$ cat config.mk
export PLATFORM = sky130hd
export DESIGN_NAME = program_counter
export DESIGN_NICKNAME = d
export VERILOG_FILES = /design/src/rtl/pc_pkg.sv /design/src/rtl/pc_incrementer.sv /design/src/rtl/program_counter.sv
export SDC_FILE = /design/constraint.sdc
export NUM_CORES = 1
export LEC_CHECK = 0
export CAP_MARGIN = 0
export CORE_MARGIN = 2
export CORE_UTILIZATION = 35
export DETAILED_ROUTE_END_ITERATION = 12
export GPL_ROUTABILITY_DRIVEN = 0
export PLACE_DENSITY_LB_ADDON = 0.25
export SLEW_MARGIN = 20
export SYNTH_ARGS = -nofsm -noshare
export SYNTH_HDL_FRONTEND = slang
export SYNTH_SLANG_ARGS = --single-unit
export TNS_END_PERCENT = 20
$ cat constraint.sdc
create_clock -name clk -period 4.8 [get_ports clk]
set_input_delay 0.96 -clock clk [delete_from_list [all_inputs] [get_ports clk]]
set_output_delay 0.96 -clock clk [all_outputs]
set_load 0.02 [all_outputs]
$ cat src/rtl/pc_pkg.sv
// Shared constants and types for the instruction-fetch program counter.
package pc_pkg;

  localparam int PC_WIDTH      = 32;
  localparam int PC_STEP       = 4;
  localparam int PC_ALIGN_BITS = 2;

  typedef logic [PC_WIDTH-1:0] pc_addr_t;

  localparam pc_addr_t PC_RESET_VECTOR = 32'h0000_0000;

endpackage : pc_pkg

$ cat src/rtl/pc_incrementer.sv
// Combinational sequential-fetch adder: y = a + STEP, modulo 2^WIDTH.
// One instance feeds both the link-address output and the register update.
module pc_incrementer #(
  parameter int WIDTH = 32,
  parameter int STEP  = 4
) (
  input  logic [WIDTH-1:0] a,
  output logic [WIDTH-1:0] y
);

  // Carry out of the top bit is dropped on purpose so the PC wraps to zero.
  assign y = a + WIDTH'(STEP);

endmodule : pc_incrementer

$ cat src/rtl/program_counter.sv
// Fetch-stage program counter: holds on stall, loads a redirect target, or
// advances by STEP. Redirect targets with nonzero low ALIGN_BITS are loaded
// unchanged and flagged through the registered misalign output.
// ALIGN_BITS must be at least 1.
module program_counter
  import pc_pkg::*;
#(
  parameter int               WIDTH        = PC_WIDTH,
  parameter int               STEP         = PC_STEP,
  parameter logic [WIDTH-1:0] RESET_VECTOR = WIDTH'(PC_RESET_VECTOR),
  parameter int               ALIGN_BITS   = PC_ALIGN_BITS
) (
  input  logic             clk,
  input  logic             reset,
  input  logic             en,
  input  logic             load,
  input  logic [WIDTH-1:0] in,
  output logic [WIDTH-1:0] count,
  output logic [WIDTH-1:0] count_next,
  output logic             misalign
);

  logic [WIDTH-1:0] count_d;
  logic             misalign_d;

  pc_incrementer #(
    .WIDTH (WIDTH),
    .STEP  (STEP)
  ) u_incr (
    .a (count),
    .y (count_next)
  );

  // Priority select: stall holds everything, redirect beats sequential advance.
  always_comb begin
    count_d    = count;
    misalign_d = misalign;
    if (en) begin
      if (load) begin
        count_d    = in;
        misalign_d = |in[ALIGN_BITS-1:0];
      end else begin
        count_d    = count_next;
        misalign_d = 1'b0;
      end
    end
  end

  // PC and fault flag registers; reset is asynchronous and active low.
  always_ff @(posedge clk or negedge reset) begin
    if (!reset) begin
      count    <= RESET_VECTOR;
      misalign <= 1'b0;
    end else begin
      count    <= count_d;
      misalign <= misalign_d;
    end
  end

endmodule : program_counter

==> impl_results.md, run 1 <==
- Clk Latency, worst-skew pair: 280 ps
- Slew margin rel.: 40.6%
- Via count: 2547
- Critical-path top delay cell: or4_1
- Fin Setup TNS: 0 ps
- CP peak stage delay: 750 ps
- Area leader, netlist: dfrtp_1
- Critical path class: flip-flop to output port
- Leakage: 1.31 nW
- Asr flop ratio synth: 100%
- Clk pin slew, worst setup/hold paths: 70 ps
- Die width: 88.7 um
- Cells after Synth: 283
- RSZ-0062 raised after global routing: no
- CORE AREA: 6870 um^2
- Layout Skew: 7.45 ps
- Core Util, Final: 51.7%
- Total CTS buffers: 5
- Row cnt: 30
- Number of flops mapped to enable cells by yosys: 0
- Hold slack: 531 ps
- Post-synthesis register bit count: 33
- Cells along the critical path: nand4_2 -> or4_1 -> or3_1 -> xnor2_1 -> clkdlybuf4s50_1
- Initial drt markers: 112
- Drt pass-1 iters: 4
- Sequential area share after synthesis: 32.9%
- Crit path capture type: output port
- Final hold vios: 0
- GRT Residual Overflow: 0
- Drt wl/cell: 16.5 um
- CTS tree: done
- Startpoint types: flip-flop
- Final period util: 83.2%
- Share of layout cells above drive strength 1: 7.12%
- Synthesized cell area: 2510 um^2
- Synth cell types: 61
- Peak supply drop: 0.000179 V
- Remaining antenna violation count after routing: 0
- IO buf count: 100
- Most frequent cells in the layout: clkdlybuf4s50_1, dfrtp_1, nand2_1
- Routed WL: 7620 um
- Root Driver: clkbuf_8
- Top_reg_cell synth: dfrtp_1
- Starting Density: 36.6%
- Slew @ Worst Pin: 891 ps
- Fmax: 250 MHz
- Post-synth top area share: 32.9%
- Status: complete, no violations
- IO Count: 101
- DP HPWL: 5270 um
- Num Clock Sinks: 33
- ANT cells: 0
- First-pass GRT wire length: 12000 um
- H-Tree Depth: 2
- Syn_nets: 320
- DRC: 0
- Setup-failing EPs final: 0
- Largest net degree at the start of global routing: 34
- CP Data Required Time: 3840 ps
- Area grow syn2layout: 41.4%
- Via density: 5.52
- Commonest non-fill, non-tap cell in the layout: clkdlybuf4s50_1
- WP buf/inv: 1
- Die H: 88.7 um
- Arr. time, crit path: 3030 ps
- Maximum capacitance violations: 0
- Full die area: 7870 um^2
- Setup Buffers After CTS: 0
- Post-route minimum period: 3990 ps
- Initial antenna violation count: 0
- # resized after CTS: 0
- Critical path fanouts, max: 11
- Vias in the first global route: 2359
- DP Cell Count: 454
- Top cells by area in the synthesized netlist: dfrtp_1, xnor2_1, a22oi_1
- Max Root-Sink Buffers: 2
- Post-Layout Cell Count: 461
- Fillers: 655
- Pwr dens: 304 nW/um^2
- Yosys warns: 0
- Max-slew violation count: 0
- Final net count: 402
- GRT Total Usage: 19.5%
- Total power: 0.00108 W
- Hold WC Path Type: flip-flop to flip-flop
- Hold buffers post-CTS: 0
- Delay-heaviest family, CP: simple AND/OR/NAND/NOR gates
- Syn avg cell area: 8.88 um^2
## final timing paths
path / from / to / slack, ps / cells past startpoint
setup / recovery: count[6] / count_next[27] / 810 / 5
hold / removal: misalign / misalign / 530 / 2
setup reg to reg: count[6] / count[27] / 2380 / 4
hold reg to reg: misalign / misalign / 530 / 2
max in group asynchronous: reset / count[2] / 3530 / 1
min in group asynchronous: reset / count[15] / 760 / 1
## through the flow
| step | setup WS [ps] | area, um^2 |
|---|---|---|
| 3_5_place_dp | 1100 | 3470 |
| 2_1_floorplan | 1650 | 2510 |
| 4_1_cts | 788 | 3550 |
| 5_1_grt | 649 | 3550 |
| 6_report | 805 | 3550 |
| 3_3_place_gp | 1140 | 3470 |
## Yosys cell counts, types with 3 or more instances
library cell,number
a21oi_1,9
clkbuf_8,3
dfrtp_1,33
xnor2_1,16
nor3_1,8
buf_4,3
buf_6,5
mux2i_1,4
o211ai_1,7
nor4_1,3
o311ai_0,3
xor2_1,11
or4_1,4
a22oi_1,14
a22o_1,4
and3_1,5
nor4_2,3
nor2b_1,3
o2bb2ai_1,3
o21ai_0,17
clkbuf_1,14
or3_1,4
inv_1,7
o31a_1,4
nor2_1,14
nand2_1,18
o311ai_1,7
nand4_1,7
nand3_1,12
## state kept, by name (all words and copies together), names as in the netlist
signal	flops
count	32
misalign	1
## cells by family after synthesis
| logic type | share of synthesized area, % |
|---|---|
| AOI/OAI and AO/OA | 23.0 |
| muxes | 2.49 |
| buffers and inverters | 8.81 |
| xor gates and xnor gates | 9.41 |
| and+or+nand+nor | 23.0 |
| adders and majority gates | 0.498 |
| DFF | 32.9 |
## routing by layer
metal / GRT usage (%) / up-vias / part of all wire [%]
met5: 0 / - / 0
li1: - / 1233 / -
met2: 30.1 / 87 / 47
met4: 3.86 / 0 / 0.46
met3: 5.50 / 4 / 6.5
met1: 27.5 / 1223 / 46
## final cells by class
cell class,count,area (um^2),area share [%]
Timing Repair Buffer,104,1030,28.9
Tap cell,96,120,3.38
Inverter,8,30.0,0.845
Sequential cell,33,826,23.2
Multi-Input combinational cell,213,1470,41.2
Clock buffer,7,86.3,2.43
## tightest hold or removal path, delay by kind of cell, from the launching register on
kind / cells / cell delay, ps
DFF: 1 / 380
AOI/OAI and AO/OA: 1 / 60
buffers and inverters: 1 / 50
## where the power goes
group          total (W)  switching [W]  internal [W]
registers       0.000396      0.0000783      0.000318
clock network   0.000216       0.000102      0.000114
logic           0.000470       0.000233      0.000237
total            0.00108       0.000413      0.000668
No activity file was read; power rests on OpenSTA's default activity.
==> run 2: changes to the inputs <==
- clock period: 4.8 -> 3.6 ns (I/O delays scaled with it)
==> impl_results.md, run 2 (synthesized netlist as in run 1, its figures left out) <==
- Commonest non-fill, non-tap cell in the layout: clkdlybuf4s50_1 (unchanged)
- Reg-to-Reg Start: count[2] (was count[6])
- Setup-failing EPs final: 0 (unchanged)
- Peak supply drop: 0.000219 V (was 0.000179 V)
- Met2 WL post-DR: 3640 um (was 3590 um)
- CORE AREA: 6870 um^2 (unchanged)
- Num Clock Sinks: 33 (unchanged)
- Crit path capture type: output port (unchanged)
- Status: complete, no violations (unchanged)
- Drt pass-1 iters: 4 (unchanged)
- Max FFs per register: 32 (unchanged)
- Final period util: 95.5%
- Post-route setup slack: 160 ps (was 805 ps)
- Row cnt: 30 (unchanged)
- Fmax: 291 MHz
- CP Data Required Time: 2880 ps (was 3840 ps)
- Design area: 3670 um^2 (was 3550 um^2)
- Post-Layout Cell Count: 473 (was 461)
- Hold WC Path Type: primary input to asynchronous set/reset pin (was flip-flop to flip-flop)
- # resized after CTS: 0 (unchanged)
- Remaining antenna violation count after routing: 0 (unchanged)
- DRC: 0 (unchanged)
- Layout Skew: 11.9 ps (was 7.45 ps)
- Routed WL: 7690 um (was 7620 um)
- DRT met1 WL: 3510 um (was 3500 um)
- Slew margin rel.: 47.2% (was 40.6%)
- Starting Density: 36.6% (unchanged)
- GRT Residual Overflow: 0 (unchanged)
- Setup slack, reg-to-reg: 1430 ps (was 2380 ps)
- Capture point of the worst reg-to-reg path: count[26] (was count[27])
- RSZ-0062 raised after global routing: no (unchanged)
- Slew @ Worst Pin: 793 ps (was 891 ps)
- CTS tree: done (unchanged)
- Critical path class: flip-flop to output port (unchanged)
- Die H: 88.7 um (unchanged)
- Fillers: 656 (was 655)
- Maximum capacitance violations: 0 (unchanged)
- Placed cell area: 3550 um^2 (was 3470 um^2)
- Startpoint types: flip-flop (unchanged)
- DP HPWL: 5470 um (was 5270 um)
- Vias in the first global route: 2514 (was 2359)
- Via density: 5.49 (was 5.52)
- Max-slew violation count: 0 (unchanged)
- Area grow syn2layout: 46.2% (was 41.4%)
- Largest net degree at the start of global routing: 40 (was 34)
- Most frequent cells in the layout: clkdlybuf4s50_1, dfrtp_1, nand2_1 (unchanged)
- Met3 WL: 500 um (was 493 um)
- Critical path fanouts, max: 8 (was 11)
- Core Util, Final: 53.5% (was 51.7%)
- Initial antenna violation count: 0 (unchanged)
- Final hold vios: 0 (unchanged)
- Full die area: 7870 um^2 (unchanged)
- Initial drt markers: 135 (was 112)
- Drt wl/cell: 16.3 um (was 16.5 um)
- IO buf count: 100 (unchanged)
- Leakage: 1.40 nW (was 1.31 nW)
- Via count: 2596 (was 2547)
- Post-route minimum period: 3440 ps
- Pwr dens: 406 nW/um^2 (was 304 nW/um^2)
- H-Tree Depth: 2 (unchanged)
- Worst Reg-to-Reg Cells: 5 (was 4)
- GRT Total Usage: 19.9% (was 19.5%)
- Final net count: 413 (was 402)
- Biggest register: count (unchanged)
- DP Cell Count: 465 (was 454)
- Root Driver: clkbuf_8 (unchanged)
- End point of the critical path: count_next[27] (unchanged)
- IO Count: 101 (unchanged)
- Die width: 88.7 um (unchanged)
- Critical Path Source: count[12] (was count[6])
- Total CTS buffers: 5 (unchanged)
- ANT cells: 0 (unchanged)
- Setup slack after placement: 350 ps (was 1100 ps)
- Clk pin slew, worst setup/hold paths: 80 ps (was 70 ps)
- Uppermost routed layer: met4 (unchanged)
- Setup Buffers After CTS: 0 (unchanged)
- Top flop regs: count x32, misalign x1 (unchanged)
- Share of layout cells above drive strength 1: 10.9% (was 7.12%)
- Arr. time, crit path: 2720 ps (was 3030 ps)
- Clk Latency, worst-skew pair: 290 ps (was 280 ps)
- Fin Setup TNS: 0 ps (unchanged)
- First-pass GRT wire length: 12300 um (was 12000 um)
- Hold buffers post-CTS: 0 (unchanged)
- Max Root-Sink Buffers: 2 (unchanged)
run 2: cell types whose count changed in the layout (fill, tap and decap cells not counted), sizes merged:
cell,change
dlymetal6s2s,+2
clkdlybuf4s50,-2
buf,+11
clkinv,+1
run 2: metal layers:
layer / vias up / track usage (%)
met5: - / 0
met4: 0 / 4.13
met3: 6 / 3.54
met2: 99 / 32.8
met1: 1239 / 27.3
li1: 1252 / -
run 2: through the flow:
step | hold slack (ps) | power (W)
after floorplan | 424 | 0.000867
after detailed placement | 529 | 0.00118
after CTS | 547 | 0.00150
after global routing | 566 | 0.00157
after global placement | 519 | 0.00117
final | 514 | 0.00149
run 2: worst min-delay path by stage:
| stage | endpoint | cells after the start | slack, ps | startpoint |
|---|---|---|---|---|
| floorplan | count[0] | 0 | 420 | reset |
| global placement | misalign | 2 | 520 | misalign |
| detailed placement | count[0] | 1 | 530 | count[0] |
| CTS | count[15] | 1 | 550 | reset |
| global route | count[20] | 1 | 570 | reset |
| finish | count[18] | 1 | 510 | reset |
run 2: cell type report:
cell class	instances	area (um^2)	area share, %
Tap cell	96	120	3.27
Multi-Input combinational cell	213	1480	40.4
Clock inverter	1	5.00	0.136
Timing Repair Buffer	115	1110	30.3
Clock buffer	7	96.3	2.62
Inverter	8	30.0	0.817
Sequential cell	33	826	22.5
run 2: power by group:
part / total, W / internal, W / switching, W / leakage (nW)
sequential: 0.000518 / 0.000424 / 0.0000941 / 0.386
combinational: 0.000656 / 0.000329 / 0.000327 / 0.958
clock: 0.000318 / 0.000173 / 0.000145 / 0.0542
run 2: worst max-delay path, cell delays in order, from the launching register on:
cell	delay, ps
dfrtp_1	490
nand4_1	190
or4_4	580
or3_1	410
xnor2_1	140
clkdlybuf4s50_1	620
==> run 3: changes to the inputs <==
- CAP_MARGIN: 0 -> 25
- SETUP_SLACK_MARGIN: unset -> 0.5
==> impl_results.md, run 3 (synthesized netlist as in run 1, its figures left out) <==
- Commonest non-fill, non-tap cell in the layout: clkdlybuf4s50_1 (unchanged)
- Fmax: 302 MHz (was 291 MHz)
- Status: complete, no violations (unchanged)
- Final net count: 418 (was 413)
- CORE AREA: 6870 um^2 (unchanged)
- Setup-failing EPs final: 0 (unchanged)
- IO Count: 101 (unchanged)
- Pwr dens: 401 nW/um^2 (was 406 nW/um^2)
- Most frequent cells in the layout: clkdlybuf4s50_1, dfrtp_1, buf_4 (was clkdlybuf4s50_1, dfrtp_1, nand2_1)
- Met3 WL: 498 um (was 500 um)
- Arr. time, crit path: 2590 ps (was 2720 ps)
- Post-route minimum period: 3310 ps (was 3440 ps)
- Startpoint types: flip-flop (unchanged)
- Layout Skew: 11.4 ps (was 11.9 ps)
- Share of layout cells above drive strength 1: 14.1% (was 10.9%)
- Hold slack: 519 ps (was 514 ps)
- Area grow syn2layout: 48.5% (was 46.2%)
- Hold buffers post-CTS: 0 (unchanged)
- Initial antenna violation count: 0 (unchanged)
- Root Driver: clkbuf_8 (unchanged)
- DP HPWL: 5470 um (unchanged)
- Num Clock Sinks: 33 (unchanged)
- Max-slew violation count: 0 (unchanged)
- Row cnt: 30 (unchanged)
- DRT met1 WL: 3600 um (was 3510 um)
- Maximum capacitance violations: 0 (unchanged)
- Max FFs per register: 32 (unchanged)
- Clk Latency, worst-skew pair: 280 ps (was 290 ps)
- Critical path class: flip-flop to output port (unchanged)
- Remaining antenna violation count after routing: 0 (unchanged)
- Total CTS buffers: 5 (unchanged)
- Largest net degree at the start of global routing: 40 (unchanged)
- Drt pass-1 iters: 4 (unchanged)
- DRC: 0 (unchanged)
- Slew margin rel.: 46.9% (was 47.2%)
- Leakage: 1.43 nW (was 1.40 nW)
- H-Tree Depth: 2 (unchanged)
- Top flop regs: count x32, misalign x1 (unchanged)
- Clk pin slew, worst setup/hold paths: 70 ps (was 80 ps)
- Die width: 88.7 um (unchanged)
- Uppermost routed layer: met4 (unchanged)
- RSZ-0062 raised after global routing: yes (was no)
- Biggest register: count (unchanged)
- DP Cell Count: 465 (unchanged)
- Routed WL: 7850 um (was 7690 um)
- GRT Residual Overflow: 0 (unchanged)
- Fin Setup TNS: 0 ps (unchanged)
- GRT Total Usage: 20.2% (was 19.9%)
- Final hold vios: 0 (unchanged)
- ANT cells: 0 (unchanged)
- Vias in the first global route: 2578 (was 2514)
- Die H: 88.7 um (unchanged)
- Drt wl/cell: 16.4 um (was 16.3 um)
- Initial drt markers: 163 (was 135)
- Post-Layout Cell Count: 478 (was 473)
- Starting Density: 36.6% (unchanged)
- Critical Path Source: count[8] (was count[12])
- Max Root-Sink Buffers: 2 (unchanged)
- Peak supply drop: 0.000220 V (was 0.000219 V)
- Met2 WL post-DR: 3730 um (was 3640 um)
- Via count: 2636 (was 2596)
- Core Util, Final: 54.3% (was 53.5%)
- Reg-to-Reg Start: count[3] (was count[2])
- Slew @ Worst Pin: 797 ps (was 793 ps)
- Hold WC Path Type: primary input to asynchronous set/reset pin (unchanged)
- Fillers: 657 (was 656)
- Via density: 5.51 (was 5.49)
- IO buf count: 100 (unchanged)
- CTS tree: done (unchanged)
- CP Data Required Time: 2880 ps (about the same)
- Critical path fanouts, max: 9 (was 8)
- Full die area: 7870 um^2 (unchanged)
- First-pass GRT wire length: 12500 um (was 12300 um)
- Final period util: 91.9% (was 95.5%)
- Crit path capture type: output port (unchanged)
-- run 3: cell count changes in the layout (fill, tap and decap cells not counted), moves of 3 or more --
cell             delta
dlygate4sd2_1       +4
dfrtp_1             -3
clkdlybuf4s50_1     -6
buf_4               +5
dfrtp_2             +3
-- run 3: final timing paths --
path / end / slack [ps] / depth (start not counted)
max: count_next[13] / 290 / 6
min: count[18] / 520 / 1
max reg2reg: count[24] / 1430 / 6
min reg2reg: count[1] / 540 / 1
max in group asynchronous: count[2] / 2510 / 1
min in group clk: count[1] / 540 / 1
-- run 3: layout make-up --
type	instances	area [um^2]	share of cell area (%)
inverter	8	30.0	0.805
timing repair buffer	120	1140	30.7
clock inverter	1	5.00	0.134
multi-input combinational	213	1510	40.4
tap	96	120	3.22
sequential	33	830	22.2
clock buffer	7	96.3	2.58
-- run 3: worst max-delay path, stage by stage, from the launching register on --
cell	delay (ps)
dfrtp_1	460
nand4_2	170
buf_4	210
or3_1	470
nor2_1	200
xor2_1	180
clkdlybuf4s50_1	620
-- run 3: metrics by stage --
stage	instance area (um^2)	total power (W)	setup WS, ps
floorplan	2510	0.000867	692
global placement	3550	0.00117	403
detailed placement	3550	0.00118	350
CTS	3710	0.00150	279
global route	3730	0.00158	146
finish	3730	0.00150	292
-- run 3: per-layer routing --
metal / up-vias / GRT usage, %
met1: 1275 / 27.7
met4: 0 / 3.72
met5: - / 0
met2: 98 / 33.8
met3: 2 / 3.45
li1: 1261 / -
-- run 3: power by group --
group / internal (W) / switching (W) / leakage [nW]
Sequential: 0.000425 / 0.0000937 / 0.382
Combinational: 0.000329 / 0.000332 / 0.990
Clock: 0.000173 / 0.000143 / 0.0542
Total: 0.000927 / 0.000569 / 1.43
-- run 3: what timing repair did --
action	in CTS	in global routing
resized for setup	16	7
endpoints found under the setup margin	20	20
pin swaps	1	0
buffers inserted	5	0
